==> config.mk <==
export PLATFORM = sky130hd
export DESIGN_NAME = mcdt_rx_demux
export DESIGN_NICKNAME = d
export VERILOG_FILES = /design/src/rtl/mcdt_rx_pkg.sv /design/src/rtl/mcdt_rx_fifo.sv /design/src/rtl/mcdt_rx_demux.sv
export SDC_FILE = /design/constraint.sdc
export NUM_CORES = 1
export LEC_CHECK = 0
export ABC_AREA = 1
export CAP_MARGIN = 20
export CORE_AREA = 4 4 277 279
export DETAILED_ROUTE_END_ITERATION = 6
export DIE_AREA = 0 0 281 283
export GPL_TIMING_DRIVEN = 1
export PLACE_DENSITY_LB_ADDON = 0.25
export SLEW_MARGIN = 10
export SYNTH_ARGS = -nofsm -noshare
export SYNTH_HDL_FRONTEND = slang
export SYNTH_SLANG_ARGS = --single-unit
==> constraint.sdc <==
create_clock -name clk_i -period 3.65 [get_ports clk_i]
set_input_delay 0.5475 -clock clk_i [delete_from_list [all_inputs] [get_ports clk_i]]
set_output_delay 0.5475 -clock clk_i [all_outputs]
set_load 0.03 [all_outputs]
==> src/rtl/mcdt_rx_pkg.sv <==
// Shared constants and types for the mcdt receive-side demultiplexer.
package mcdt_rx_pkg;
  localparam int DATA_W = 32;
  localparam int CH_NUM = 3;
  localparam logic [1:0] ID_ILLEGAL = 2'd3;
  localparam logic [7:0] DROP_CNT_MAX = 8'd255;

  typedef logic [1:0] ch_id_t;
endpackage

==> src/rtl/mcdt_rx_fifo.sv <==
// Show-ahead FIFO: head is visible one cycle after a push into an empty FIFO, 0 when empty.
// Accepts a push when full only if the same cycle pops; otherwise the push is refused.
module mcdt_rx_fifo #(
  parameter int W     = 32,
  parameter int DEPTH = 8,
  parameter int CNT_W = $clog2(DEPTH) + 1
) (
  input  logic             clk,
  input  logic             rst,
  input  logic             push,
  input  logic             pop,
  input  logic [W-1:0]     din,
  output logic [W-1:0]     dout,
  output logic             empty,
  output logic             full,
  output logic             accept,
  output logic [CNT_W-1:0] count
);
  localparam int PTR_W = $clog2(DEPTH);

  logic [W-1:0]     mem [DEPTH];
  logic [PTR_W-1:0] wr_ptr, rd_ptr;
  logic             pop_ok;

  assign empty  = (count == '0);
  assign full   = (count == CNT_W'(DEPTH));
  assign pop_ok = pop & ~empty;
  // A full FIFO always has a head, so a concurrent pop frees the slot this push needs.
  assign accept = push & (~full | pop_ok);
  assign dout   = empty ? '0 : mem[rd_ptr];

  always_ff @(posedge clk) begin
    if (rst) begin
      wr_ptr <= '0;
      rd_ptr <= '0;
      count  <= '0;
    end else begin
      if (accept) wr_ptr <= wr_ptr + PTR_W'(1);
      if (pop_ok) rd_ptr <= rd_ptr + PTR_W'(1);
      case ({accept, pop_ok})
        2'b10:   count <= count + CNT_W'(1);
        2'b01:   count <= count - CNT_W'(1);
        default: count <= count;
      endcase
    end
  end

  always_ff @(posedge clk) begin
    if (accept) mem[wr_ptr] <= din;
  end
endmodule

==> src/rtl/mcdt_rx_demux.sv <==
// Demuxes the mcdt stream into three show-ahead FIFOs (1-cycle latency); the input has no
// backpressure, so full-channel and id==3 words are dropped and flagged. MCDT_RX_SEQ_CHECK_EN adds seq_err_o.
module mcdt_rx_demux
  import mcdt_rx_pkg::*;
#(
  parameter int DATA_W     = mcdt_rx_pkg::DATA_W,
  parameter int FIFO_DEPTH = 8,
  parameter int CNT_W      = $clog2(FIFO_DEPTH) + 1
) (
  input  logic              clk_i,
  input  logic              rst_i,
  input  logic [DATA_W-1:0] mcdt_data_i,
  input  logic              mcdt_val_i,
  input  logic [1:0]        mcdt_id_i,
  output logic [DATA_W-1:0] rx0_data_o,
  output logic              rx0_valid_o,
  input  logic              rx0_ready_i,
  output logic [CNT_W-1:0]  rx0_count_o,
  output logic [DATA_W-1:0] rx1_data_o,
  output logic              rx1_valid_o,
  input  logic              rx1_ready_i,
  output logic [CNT_W-1:0]  rx1_count_o,
  output logic [DATA_W-1:0] rx2_data_o,
  output logic              rx2_valid_o,
  input  logic              rx2_ready_i,
  output logic [CNT_W-1:0]  rx2_count_o,
  output logic [2:0]        ovf_o,
  output logic              err_id_o,
  output logic [7:0]        drop_cnt_o
`ifdef MCDT_RX_SEQ_CHECK_EN
  ,
  output logic [2:0]        seq_err_o
`endif
);
  logic [DATA_W-1:0] head [CH_NUM];
  logic [CNT_W-1:0]  cnt  [CH_NUM];
  logic [CH_NUM-1:0] push, pop, full, empty, accept, ovf_now;
  logic              bad_id;

  assign pop = {rx2_ready_i, rx1_ready_i, rx0_ready_i};

  for (genvar n = 0; n < CH_NUM; n++) begin : g_ch
    assign push[n] = mcdt_val_i && (mcdt_id_i == ch_id_t'(n));

    mcdt_rx_fifo #(
      .W     (DATA_W),
      .DEPTH (FIFO_DEPTH),
      .CNT_W (CNT_W)
    ) u_fifo (
      .clk    (clk_i),
      .rst    (rst_i),
      .push   (push[n]),
      .pop    (pop[n]),
      .din    (mcdt_data_i),
      .dout   (head[n]),
      .empty  (empty[n]),
      .full   (full[n]),
      .accept (accept[n]),
      .count  (cnt[n])
    );
  end

  assign rx0_data_o  = head[0];
  assign rx1_data_o  = head[1];
  assign rx2_data_o  = head[2];
  assign rx0_valid_o = ~empty[0];
  assign rx1_valid_o = ~empty[1];
  assign rx2_valid_o = ~empty[2];
  assign rx0_count_o = cnt[0];
  assign rx1_count_o = cnt[1];
  assign rx2_count_o = cnt[2];

  // At most one word arrives per cycle, so drop_cnt_o never needs more than +1.
  assign ovf_now = push & full & ~pop;
  assign bad_id  = mcdt_val_i && (mcdt_id_i == ID_ILLEGAL);

  always_ff @(posedge clk_i) begin
    if (rst_i) begin
      ovf_o      <= '0;
      err_id_o   <= 1'b0;
      drop_cnt_o <= '0;
    end else begin
      ovf_o <= ovf_o | ovf_now;
      if (bad_id) err_id_o <= 1'b1;
      if ((bad_id || (|ovf_now)) && (drop_cnt_o != DROP_CNT_MAX))
        drop_cnt_o <= drop_cnt_o + 8'd1;
    end
  end

`ifdef MCDT_RX_SEQ_CHECK_EN
  logic [DATA_W-1:0] exp_q [CH_NUM];
  logic [CH_NUM-1:0] seen_q;

  // Expectation follows the last word actually stored; refused words leave it untouched.
  always_ff @(posedge clk_i) begin
    if (rst_i) begin
      seen_q    <= '0;
      seq_err_o <= '0;
      for (int n = 0; n < CH_NUM; n++) exp_q[n] <= '0;
    end else begin
      for (int n = 0; n < CH_NUM; n++) begin
        if (accept[n]) begin
          if (seen_q[n] && (mcdt_data_i != exp_q[n])) seq_err_o[n] <= 1'b1;
          exp_q[n]  <= mcdt_data_i + DATA_W'(1);
          seen_q[n] <= 1'b1;
        end
      end
    end
  end
`endif
endmodule

==> summary.md <==
| Metric | Value |
|---|---|
| Fin. Hold Viols | 0 |
| Hold Buf Count CTS | 0 |
| Die ar. | 79500 um2 |
| Worst setup SP type | register |
| Cell Area, Placed | 35900 um2 |
| Worst slew pin tran | 1.06 ns |
| First-pass GRT wire length | 124000 um |
| Clk_skew | 0.0217 ns |
| Synthesized area | 32500 um2 |
| Commonest non-fill, non-tap cell in the layout | edfxtp_1 |
| Vias/cell | 5.45 |
| CTS tree | yes |
| Relative slew slack | 29.3% |
| Fin worst setup slack | between 0.1 and 0.15 ns |
| CTS Buf Count | 82 |
| Status | finished clean |
| HPWL Detailed | 47400 um |
| TNS Setup | 0 ns |
| Clock transition at path regs | 0.06 ns |
| Reported max-cap violation count | 0 |
| Initial antenna violation count | 0 |
| Fin crit period | 3.54 ns |
| Sequential fraction of the synthesis area | around three quarters |
| Clock root cell | clkbuf_16 |
| Crit path max-delay family | buffers and inverters |
| Crit path max fanout | 26 |
| Commonest non-fill, non-tap cells in the layout | 768 x edfxtp_1, 710 x nor2_1, 385 x o21ai_0 |
| Drt first pass iters | 5 |
| Vias in the first global route | 20600 |
| GRT overflow | 0 |
| Critical path required time | 3.10 ns |
| #FFs+latches synth | 819 |
| Slowest stage delay, CP | 0.78 ns |
| Pwr Density | 775 nW/um2 |
| Drt drc | 0 |
| Worst IR Drop VDD | 0.517 mV |
| Syn Area/Cell | between 10 and 15 um2 |
| Vias post-DR | roughly 21000 |
| Critical path endpoint category | output pin |
| Die width | 281 um |
| IO Pins | 163 |
| Critical path arrival | between 2 and 3 ns |
| Final wirelength | slightly above 80000 um |
| WP buf/inv | 1 |
| Filler instances | between 6000 and 7000 |
| RSZ-0062 raised after global routing | false |
| Static Leakage | 12.9 nW |
| Post-Syn Instances | roughly 2600 |
| Max frequency | 283 MHz |
| CTS Buffer Depth | 3 |
| Post-synth cell types | 36 |
| Routed length per placed instance | between 20 and 25 um |
| Final std cell area, no fill | between 30000 and 40000 um2 |
| HP Class | reg2reg |
| Synth warn | 0 |
| 1st-iter DRT viols | roughly 1800 |
| Total track usage | 20.3% |
| Crit-path slowest cell | clkdlybuf4s50_1 |
| DP Worst Slack | approximately 0.67 ns |
| Final estimated routing congestion in global placement | 0.839 |
| Pins Over Slew Limit | 0 |
| Starting Density | between 40% and 50% |
| Ys flop type | edfxtp_1 |
| # nets final | 2872 |
| Largest net degree at the start of global routing | 101 |
| Mapped Nets | roughly 2700 |
| ANT nets after route | 0 |
| Post-synth EDFFs | 768 |
| CP cell instances | nor2_2 -> nand2_2 -> o21ai_1 -> a31oi_1 -> clkdlybuf4s50_1 |
| Critical path class | reg2out |
| Site Rows | 100 |
| Clk_lat worst skew | 0.62 ns |
| Layout cell share with drive strength beyond 1 | 10.8% |
| CTS sink cnt | between 800 and 900 |
| Post-synth ARST share | 0% |
| Core area | between 70000 and 80000 um2 |
| IO Port Bufs | 162 |
| H-tree lvl count | 3 |
| Die height | roughly 280 um |
| Setup-failing EPs final | 0 |
| Layout overhead on the synthesized area | 18.5% |
| Period Utilization, post-route | 96.9% |
==> layer usage <==
metal	GRT usage, %	part of all wire, %	vias up
met4	6.31	2.6	0
li1	-	-	9816
met1	27.7	43	10400
met3	2.63	5.5	122
met5	0	0	-
met2	34.1	49	640
==> cell families (layout without fill, tap and decap cells) <==
family	Yosys count	in the layout	share of synthesized area, %
compound gates	733	733	11.7
xor+xnor	8	8	0.215
flops	819	819	74.0
other cells	0	1	0
buf+inv	215	467	3.42
fa+ha+maj	16	16	0.638
simple gates	838	838	10.0
==> stage by stage <==
| step | util [%] | power (mW) | instances | hold slack, ns |
|---|---|---|---|---|
| floorplan | - | 17.4 | 2629 | 0.433 |
| global placement | 48.3 | 22.0 | 3690 | 0.442 |
| detailed placement | 48.4 | 22.1 | 3694 | 0.457 |
| CTS | 51.8 | 30.1 | 3843 | 0.466 |
| global route | 52.0 | 31.4 | 3850 | 0.497 |
| finish | 52.0 | 29.9 | 3851 | 0.465 |
==> final cells by class <==
cell class | instances | area (um2) | area share [%]
Antenna cell | 1 | 2.50 | 0.00649
Clock buffer | 107 | 2210 | 5.73
Clock inverter | 42 | 329 | 0.854
Inverter | 56 | 218 | 0.565
Multi-Input combinational cell | 1595 | 7470 | 19.4
Sequential cell | 819 | 24100 | 62.5
Tap cell | 969 | 1210 | 3.14
Timing Repair Buffer | 262 | 3010 | 7.81
==> timing repair <==
action / CTS / global route
setup endpoints to repair: 1 / 13
resized for setup: 1 / 3
hold endpoints to repair: 0 / 0
setup buffers: 0 / 1
==> registers in the layout (all words and copies together) (netlist names), named ones only <==
register and cells:
g_ch.u_fifo.mem 768, g_ch.u_fifo.count 12, g_ch.u_fifo.rd_ptr 9, g_ch.u_fifo.wr_ptr 9, drop_cnt_o 8, ovf_o 3
err_id_o 1
==> synth_stat cells, types with 2 or more instances <==
| cell type | number | area, um2 |
|---|---|---|
| nand2_1 | 56 | 210 |
| clkbuf_1 | 71 | 267 |
| a31oi_1 | 97 | 607 |
| dfxtp_1 | 51 | 1020 |
| buf_2 | 47 | 235 |
| clkinv_1 | 3 | 11.3 |
| buf_4 | 13 | 97.6 |
| nor2_1 | 734 | 2760 |
| nand3_2 | 4 | 40.0 |
| o21ai_1 | 209 | 1050 |
| nand2_4 | 2 | 22.5 |
| nand3_1 | 23 | 115 |
| ha_1 | 15 | 188 |
| a21oi_1 | 37 | 185 |
| nor2_2 | 8 | 50.1 |
| nand2_2 | 5 | 31.3 |
| inv_1 | 43 | 161 |
| nand3b_1 | 2 | 15.0 |
| buf_6 | 26 | 293 |
| o21ai_0 | 385 | 1930 |
| edfxtp_1 | 768 | 23100 |
| inv_2 | 9 | 33.8 |
| xor2_1 | 8 | 70.1 |
==> worst register-to-register path: stages, from the launching register on <==
cell	delay (ns)
dfxtp_1	0.36
nor2_2	0.18
nand2_2	0.43
nand2_2	0.26
inv_2	0.10
nand2_2	0.13
inv_1	0.08
ha_1	0.29
a21o_1	0.19
a21oi_1	0.16
inv_1	0.06
nand2_1	0.07
nand3_1	0.07
nand2_1	0.06
nor2_1	0.04
==> path summary, 6_finish.rpt <==
check | start | endpoint | slack [ns] | cells past startpoint
setup reg to reg | g_ch[1].u_fifo.count[0] | g_ch[1].u_fifo.count[3] | 1.06 | 14
setup / recovery | g_ch[1].u_fifo.count[0] | rx1_data_o[16] | 0.11 | 5
hold reg to reg | g_ch[2].u_fifo.rd_ptr[2] | register | 0.47 | 2
hold / removal | g_ch[2].u_fifo.rd_ptr[2] | register | 0.47 | 2
==> where the power goes <==
group / leakage (nW) / switching, mW / internal [mW] / total, mW
clock: 1.24 / 3.41 / 4.55 / 7.96
combinational: 4.28 / 7.03 / 4.13 / 11.2
sequential: 7.34 / 0.292 / 10.5 / 10.8
No activity file was read; power rests on OpenSTA's default activity.
